[src/rtl/kernel_loader_pkg.sv]
// Shared types and default sizes for the kernel weight loader.
package npu_kernel_pkg;

  localparam int KERNEL_REG_SIZE_D   = 64;
  localparam int KERNEL_ADDR_WIDTH_D = 6;
  localparam int WEIGHT_WIDTH_D      = 8;
  localparam int CHKSUM_W            = 16;

  typedef enum logic [1:0] {
    IDLE = 2'd0,
    LOAD = 2'd1,
    DONE = 2'd2
  } kl_state_e;

endpackage

[src/rtl/kernel_loader_if.sv]
// Control, weight stream and kernel register write bundle.
interface kernel_loader_if #(
  parameter int AW = 6,
  parameter int WW = 8
);

  logic          start;
  logic [AW-1:0] base_addr;
  logic [AW:0]   num_weights;
  logic          s_valid;
  logic [WW-1:0] s_data;
  logic          s_ready;
  logic          wr_en;
  logic [AW-1:0] wr_addr;
  logic [WW-1:0] wr_data;
  logic          busy;
  logic          done;
  logic          err;
  logic [15:0]   chksum;

  modport master (
    output start, base_addr, num_weights,
    output s_valid, s_data,
    input  s_ready,
    input  wr_en, wr_addr, wr_data,
    input  busy, done, err, chksum
  );

  modport slave (
    input  start, base_addr, num_weights,
    input  s_valid, s_data,
    output s_ready,
    output wr_en, wr_addr, wr_data,
    output busy, done, err, chksum
  );

endinterface

[src/rtl/kernel_loader_chksum_acc.sv]
// 16-bit wrap-around sum of accepted weights, cleared on each new load.
module kernel_chksum_acc
  import npu_kernel_pkg::*;
#(
  parameter int WW = WEIGHT_WIDTH_D
) (
  input  logic                i_clk,
  input  logic                i_rst,
  input  logic                i_clr,
  input  logic                i_en,
  input  logic [WW-1:0]       i_data,
  output logic [CHKSUM_W-1:0] o_sum
);

  logic [CHKSUM_W-1:0] r_sum;

  always_ff @(posedge i_clk) begin
    if (!i_rst) begin
      r_sum <= '0;
    end else if (i_clr) begin
      r_sum <= '0;
    end else if (i_en) begin
      r_sum <= r_sum + CHKSUM_W'(i_data);
    end
  end

  assign o_sum = r_sum;

endmodule

[src/rtl/kernel_loader.sv]
// Streams weights into the kernel register file from a base address.
// Define KERNEL_LOADER_CHKSUM_EN to enable the weight checksum.
module kernel_loader
  import npu_kernel_pkg::*;
#(
  parameter int KERNEL_REG_SIZE   = KERNEL_REG_SIZE_D,
  parameter int KERNEL_ADDR_WIDTH = KERNEL_ADDR_WIDTH_D,
  parameter int WEIGHT_WIDTH      = WEIGHT_WIDTH_D
) (
  input  logic            i_clk,
  input  logic            i_rst,
  kernel_loader_if.slave  bus
);

  localparam int AW = KERNEL_ADDR_WIDTH;
  localparam int WW = WEIGHT_WIDTH;

  kl_state_e r_state;
  kl_state_e w_next;

  logic [AW-1:0]       r_ptr;
  logic [AW:0]         r_rem;
  logic                r_wr_en;
  logic [AW-1:0]       r_wr_addr;
  logic [WW-1:0]       r_wr_data;
  logic                r_err;
  logic                w_s_ready;
  logic                w_busy;
  logic                w_done;
  logic                w_num_ok;
  logic                w_acc_start;
  logic                w_rej_start;
  logic                w_beat;
  logic                w_last;
  logic [CHKSUM_W-1:0] w_chksum;

  assign w_num_ok = (bus.num_weights != '0) &&
    (bus.num_weights <= (AW+1)'(KERNEL_REG_SIZE));

  assign w_acc_start = (r_state == IDLE) &&
    bus.start && w_num_ok;
  assign w_rej_start = (r_state == IDLE) &&
    bus.start && !w_num_ok;

  assign w_beat = bus.s_valid && w_s_ready;
  assign w_last = (r_rem == (AW+1)'(1));

  always_ff @(posedge i_clk) begin
    if (!i_rst) begin
      r_state <= IDLE;
    end else begin
      r_state <= w_next;
    end
  end

  always_comb begin
    w_next = r_state;
    unique case (r_state)
      IDLE: if (w_acc_start) w_next = LOAD;
      LOAD: if (w_beat && w_last) w_next = DONE;
      DONE: w_next = IDLE;
      default: w_next = IDLE;
    endcase
  end

  always_comb begin
    w_s_ready = 1'b0;
    w_busy    = 1'b0;
    w_done    = 1'b0;
    unique case (1'b1)
      (r_state == LOAD): begin
        w_s_ready = 1'b1;
        w_busy    = 1'b1;
      end
      (r_state == DONE): begin
        w_busy = 1'b1;
        w_done = 1'b1;
      end
      default: ;
    endcase
  end

  // Write port lags acceptance by one cycle; pointer wraps mod SIZE
  always_ff @(posedge i_clk) begin
    if (!i_rst) begin
      r_ptr     <= '0;
      r_rem     <= '0;
      r_wr_en   <= 1'b0;
      r_wr_addr <= '0;
      r_wr_data <= '0;
      r_err     <= 1'b0;
    end else begin
      r_wr_en <= w_beat;
      r_err   <= w_rej_start;
      if (w_beat) begin
        r_wr_addr <= r_ptr;
        r_wr_data <= bus.s_data;
        r_ptr     <= r_ptr + AW'(1);
        r_rem     <= r_rem - (AW+1)'(1);
      end
      if (w_acc_start) begin
        r_ptr <= bus.base_addr;
        r_rem <= bus.num_weights;
      end
    end
  end

`ifdef KERNEL_LOADER_CHKSUM_EN
  kernel_chksum_acc #(
    .WW (WW)
  ) u_chksum (
    .i_clk  (i_clk),
    .i_rst  (i_rst),
    .i_clr  (w_acc_start),
    .i_en   (w_beat),
    .i_data (bus.s_data),
    .o_sum  (w_chksum)
  );
`else
  assign w_chksum = '0;
`endif

  assign bus.s_ready = w_s_ready;
  assign bus.busy    = w_busy;
  assign bus.done    = w_done;
  assign bus.err     = r_err;
  assign bus.wr_en   = r_wr_en;
  assign bus.wr_addr = r_wr_addr;
  assign bus.wr_data = r_wr_data;
  assign bus.chksum  = w_chksum;

endmodule

[src/flat_wrapper.sv]
// flat-port wrapper written by rule: the top's interface ports become plain ports
module kernel_loader_flat import npu_kernel_pkg::*;
#(
  parameter int KERNEL_REG_SIZE   = KERNEL_REG_SIZE_D,
  parameter int KERNEL_ADDR_WIDTH = KERNEL_ADDR_WIDTH_D,
  parameter int WEIGHT_WIDTH      = WEIGHT_WIDTH_D
)
  (i_clk, i_rst, bus_start, bus_base_addr, bus_num_weights, bus_s_valid, bus_s_data, bus_s_ready, bus_wr_en, bus_wr_addr, bus_wr_data, bus_busy, bus_done, bus_err, bus_chksum);
  kernel_loader_if #(.AW((6)), .WW((8))) bus_i ();
  input  logic i_clk;
  input  logic i_rst;
  input wire logic [$bits(bus_i.start)-1:0] bus_start;
  input wire logic [$bits(bus_i.base_addr)-1:0] bus_base_addr;
  input wire logic [$bits(bus_i.num_weights)-1:0] bus_num_weights;
  input wire logic [$bits(bus_i.s_valid)-1:0] bus_s_valid;
  input wire logic [$bits(bus_i.s_data)-1:0] bus_s_data;
  output wire logic [$bits(bus_i.s_ready)-1:0] bus_s_ready;
  output wire logic [$bits(bus_i.wr_en)-1:0] bus_wr_en;
  output wire logic [$bits(bus_i.wr_addr)-1:0] bus_wr_addr;
  output wire logic [$bits(bus_i.wr_data)-1:0] bus_wr_data;
  output wire logic [$bits(bus_i.busy)-1:0] bus_busy;
  output wire logic [$bits(bus_i.done)-1:0] bus_done;
  output wire logic [$bits(bus_i.err)-1:0] bus_err;
  output wire logic [$bits(bus_i.chksum)-1:0] bus_chksum;
  assign bus_i.start = bus_start;
  assign bus_i.base_addr = bus_base_addr;
  assign bus_i.num_weights = bus_num_weights;
  assign bus_i.s_valid = bus_s_valid;
  assign bus_i.s_data = bus_s_data;
  assign bus_s_ready = bus_i.s_ready;
  assign bus_wr_en = bus_i.wr_en;
  assign bus_wr_addr = bus_i.wr_addr;
  assign bus_wr_data = bus_i.wr_data;
  assign bus_busy = bus_i.busy;
  assign bus_done = bus_i.done;
  assign bus_err = bus_i.err;
  assign bus_chksum = bus_i.chksum;
  kernel_loader #(.KERNEL_REG_SIZE(KERNEL_REG_SIZE), .KERNEL_ADDR_WIDTH(KERNEL_ADDR_WIDTH), .WEIGHT_WIDTH(WEIGHT_WIDTH)) u_core (.i_clk(i_clk), .i_rst(i_rst), .bus(bus_i));
endmodule
[config.mk]
export PLATFORM = sky130hd
export DESIGN_NAME = kernel_loader_flat
export DESIGN_NICKNAME = d
export VERILOG_FILES = /design/src/rtl/kernel_loader_pkg.sv /design/src/rtl/kernel_loader_if.sv /design/src/rtl/kernel_loader_chksum_acc.sv /design/src/rtl/kernel_loader.sv /design/src/flat_wrapper.sv
export SDC_FILE = /design/constraint.sdc
export NUM_CORES = 1
export LEC_CHECK = 0
export ABC_AREA = 1
export BUFFER_PORTS_ARGS = -buffer_cell sky130_fd_sc_hd__clkbuf_2
export CORE_MARGIN = 1
export CORE_UTILIZATION = 36
export CTS_CLUSTER_DIAMETER = 60
export DETAILED_ROUTE_END_ITERATION = 10
export REMOVE_ABC_BUFFERS = 1
export SLEW_MARGIN = 20
export SYNTH_ARGS = -nofsm -noshare
export SYNTH_HDL_FRONTEND = slang
export SYNTH_SLANG_ARGS = --single-unit
[constraint.sdc]
create_clock -name i_clk -period 1.44 [get_ports i_clk]
set_input_delay 0.216 -clock i_clk [delete_from_list [all_inputs] [get_ports i_clk]]
set_output_delay 0.216 -clock i_clk [all_outputs]
set_load 0.05 [all_outputs]
==> results by group <==
Worst hold path
  • Worst Hold Class: primary input to register

Logic synthesis
  • Sequential share of the synthesized area: 34.1%
  • Asr flop ratio synth: 0%
  • Most numerous cell in the Yosys netlist: nor2_1
  • Synth area leader: dfxtp_1
  • YS warnings: 0
  • Syn avg cell area: 7.02 sq um
  • Synth cell types: 27
  • Synthesis-stage register bit count: 31
  • Post-synth top area share: 34.1%
  • Cells after Synth: 259
  • Commonest cells post-synth: 45 x nor2_1, 41 x nand2_1, 31 x dfxtp_1
  • Mapped Area: 1820 sq um
  • Post-synth top flop: dfxtp_1
  • Post-synth EDFFs: 0
  • Synth area leaders: dfxtp_1 34%, nor2_1 9.3%, nand2_1 8.5%

STA
  • Setup TNS: 0 ns
  • Fmax: 0.725 GHz
  • Pins over their slew limit: 0
  • Final period utilization: 95.7%
  • WHS: 0.187 ns
  • Clk_skew: 0.00242 ns
  • Fin crit period: 1.38 ns
  • Final hold vios: 0
  • Setup violations, final: 0
  • RSZ-0062 raised after global routing: true

Placement
  • Placed cell area: 2170 sq um
  • Gpl congestion: 0.858
  • Port Buffers: 43
  • Placed cells: 382
  • Final HPWL DP: 2.93 mm

Final layout
  • Final core area utilization: 49.6%
  • Area Overhead vs Synth: 30.5%
  • Finished layout cell area: 2370 sq um
  • Share of layout cells above drive strength 1: 32.0%
  • # nets final: 358
  • Fill cells: 489
  • Ant. Diodes: 0
  • Final std cells w/o fill: 392

Power
  • Sw Ratio: 44.7%
  • NetSw: 1870 uW
  • Pint: 2320 uW
  • Clock Power Share: 16.5%
  • Reg power frac: 28.4%
  • Pwr/cell area: 1770 nW/um^2
  • Leak: 0.00115 uW
  • Peak supply drop: 0.00122 V
  • Combinational power share: 55.1%

Clock tree
  • # hold bufs at CTS: 0
  • H-tree depth: 2
  • Clk slew on worst S/H paths: 0.06 ns
  • CTS tree: done
  • Worst-Skew Late Latency: 0.28 ns
  • Clock Sinks: 31
  • CTS root buffer: clkbuf_8
  • CTS buffer count: 5
  • CTS max path bufs: 2

Die
  • Chip width: 73.1 um
  • I/O pins: 60
  • Core Box Area: 4790 sq um
  • Row count: 25
  • Starting Density: 38.0%
  • Die area: 5340 sq um
  • Die height: 73.1 um

Worst setup path
  • WS Path Type: register to primary output
  • Startpoint types: register
  • Slowest Stage Delay on Critical Path: 0.33 ns
  • Cell mode on critical path: buf_4
  • WP data arrival: 1.16 ns
  • Worst path required time: 1.22 ns
  • Critical Path, Cell by Cell: inv_2 -> buf_4 -> ha_1 -> buf_4
  • CP Capture Type: primary output
  • Slowest-stage cell, CP: dfxtp_2
  • Reg-to-reg setup timing slack: 0.07 ns
  • Critical-path maximum fanout: 2

Flow run
  • Max-Cap Viols: 0

Detailed routing
  • Drt drc: 0
  • TritonRoute pass-1 iters: 4
  • Vias per cell: 4.46
  • Vias: 1749
  • WL final: 3.99 mm
  • Wire length per cell: 10.2 um
  • Post-DRT Antenna Nets: 0
  • 1st-iter DRT viols: 79

Global routing
  • Initial antenna violation count: 0
  • Global-route wire length before repair: 6.41 mm
  • Gr ovfl total: 0
  • Vias in the first global route: 1483
  • Total GRT Usage: 15.8%
  • Largest net degree at the start of global routing: 20

Outcome
  • Status: complete, no violations
## layout by cell type, fill, tap and decap left out, types with 8 or more instances in the layout
master and count:
inv_1 24, clkbuf_2 40, nand3_1 22, a21oi_1 12
buf_4 22, o21ai_0 15, nor2_1 44, o21ai_1 8
conb_1 16, dfxtp_1 29, nand2_1 37
## path summary, 6_finish.rpt
kind	startpoint	cells after the start	end
setup / recovery	u_core.r_state[0]	4	bus_done
setup reg to reg	u_core.r_state[1]	9	u_core.r_rem[1]
hold reg to reg	u_core.bus.wr_addr[0]	2	u_core.bus.wr_addr[0]
hold / removal	bus_s_data[4]	3	u_core.bus.wr_data[4]
## per-layer routing
metal / global-route usage, % / part of all wire (%)
met4: 7.63 / 1.1
met3: 4.56 / 6.1
met5: 0 / 0
met2: 26.3 / 46
met1: 18.4 / 47
## registers in the layout (all words and copies together), names as in the netlist
signal	count
u_core.bus.wr_addr	6
u_core.r_state	2
u_core.bus.wr_en	1
u_core.bus.wr_data	8
u_core.r_rem	7
u_core.bus.err	1
u_core.r_ptr	6
## critical path, delay by kind of cell (launching register included)
family	cells	cell delay, ns
buffers and inverters	3	0.37
flip-flops	1	0.33
adder cells (fa/ha/maj)	1	0.19
## through the flow
stage          setup WS [ns]  total power, uW
4_1_cts              0.00519             4100
6_report              0.0614             4190
2_1_floorplan         -0.623             2660
3_3_place_gp         0.00616             3260
3_5_place_dp         -0.0668             3280
5_1_grt              -0.0111             4490
## logic make-up after synthesis
group	after synthesis	share of synthesized area (%)
adder cells (fa/ha/maj)	8	5.51
AND/OR/NAND/NOR	120	28.6
other	1	0.206
AO/OA/AOI/OAI	43	13.9
buffers and inverters	53	16.2
XOR/XNOR	3	1.45
flip-flops	31	34.1
## power groups by stage
stage | Clock, uW | Sequential (uW) | Combinational, uW
floorplan | 0 | 1460 | 1210
global placement | 0 | 1190 | 2070
detailed placement | 0 | 1200 | 2080
CTS | 722 | 1190 | 2200
global route | 756 | 1210 | 2520
finish | 691 | 1190 | 2310
## cell type report
type	instances	area, sq um	area share (%)
Inverter	28	115	4.85
Tap cell	67	83.8	3.53
Multi-Input combinational cell	190	1010	42.5
Sequential cell	31	623	26.3
Timing Repair Buffer	69	454	19.1
Clock inverter	1	5.00	0.211
Clock buffer	6	82.6	3.48
## repair_timing
action	CTS	global route
resized for setup	12	20
setup buffers	1	3
pin swaps	1	6
endpoints found under the setup margin	13	20
Note: power is estimated with default switching activity, not from simulation.
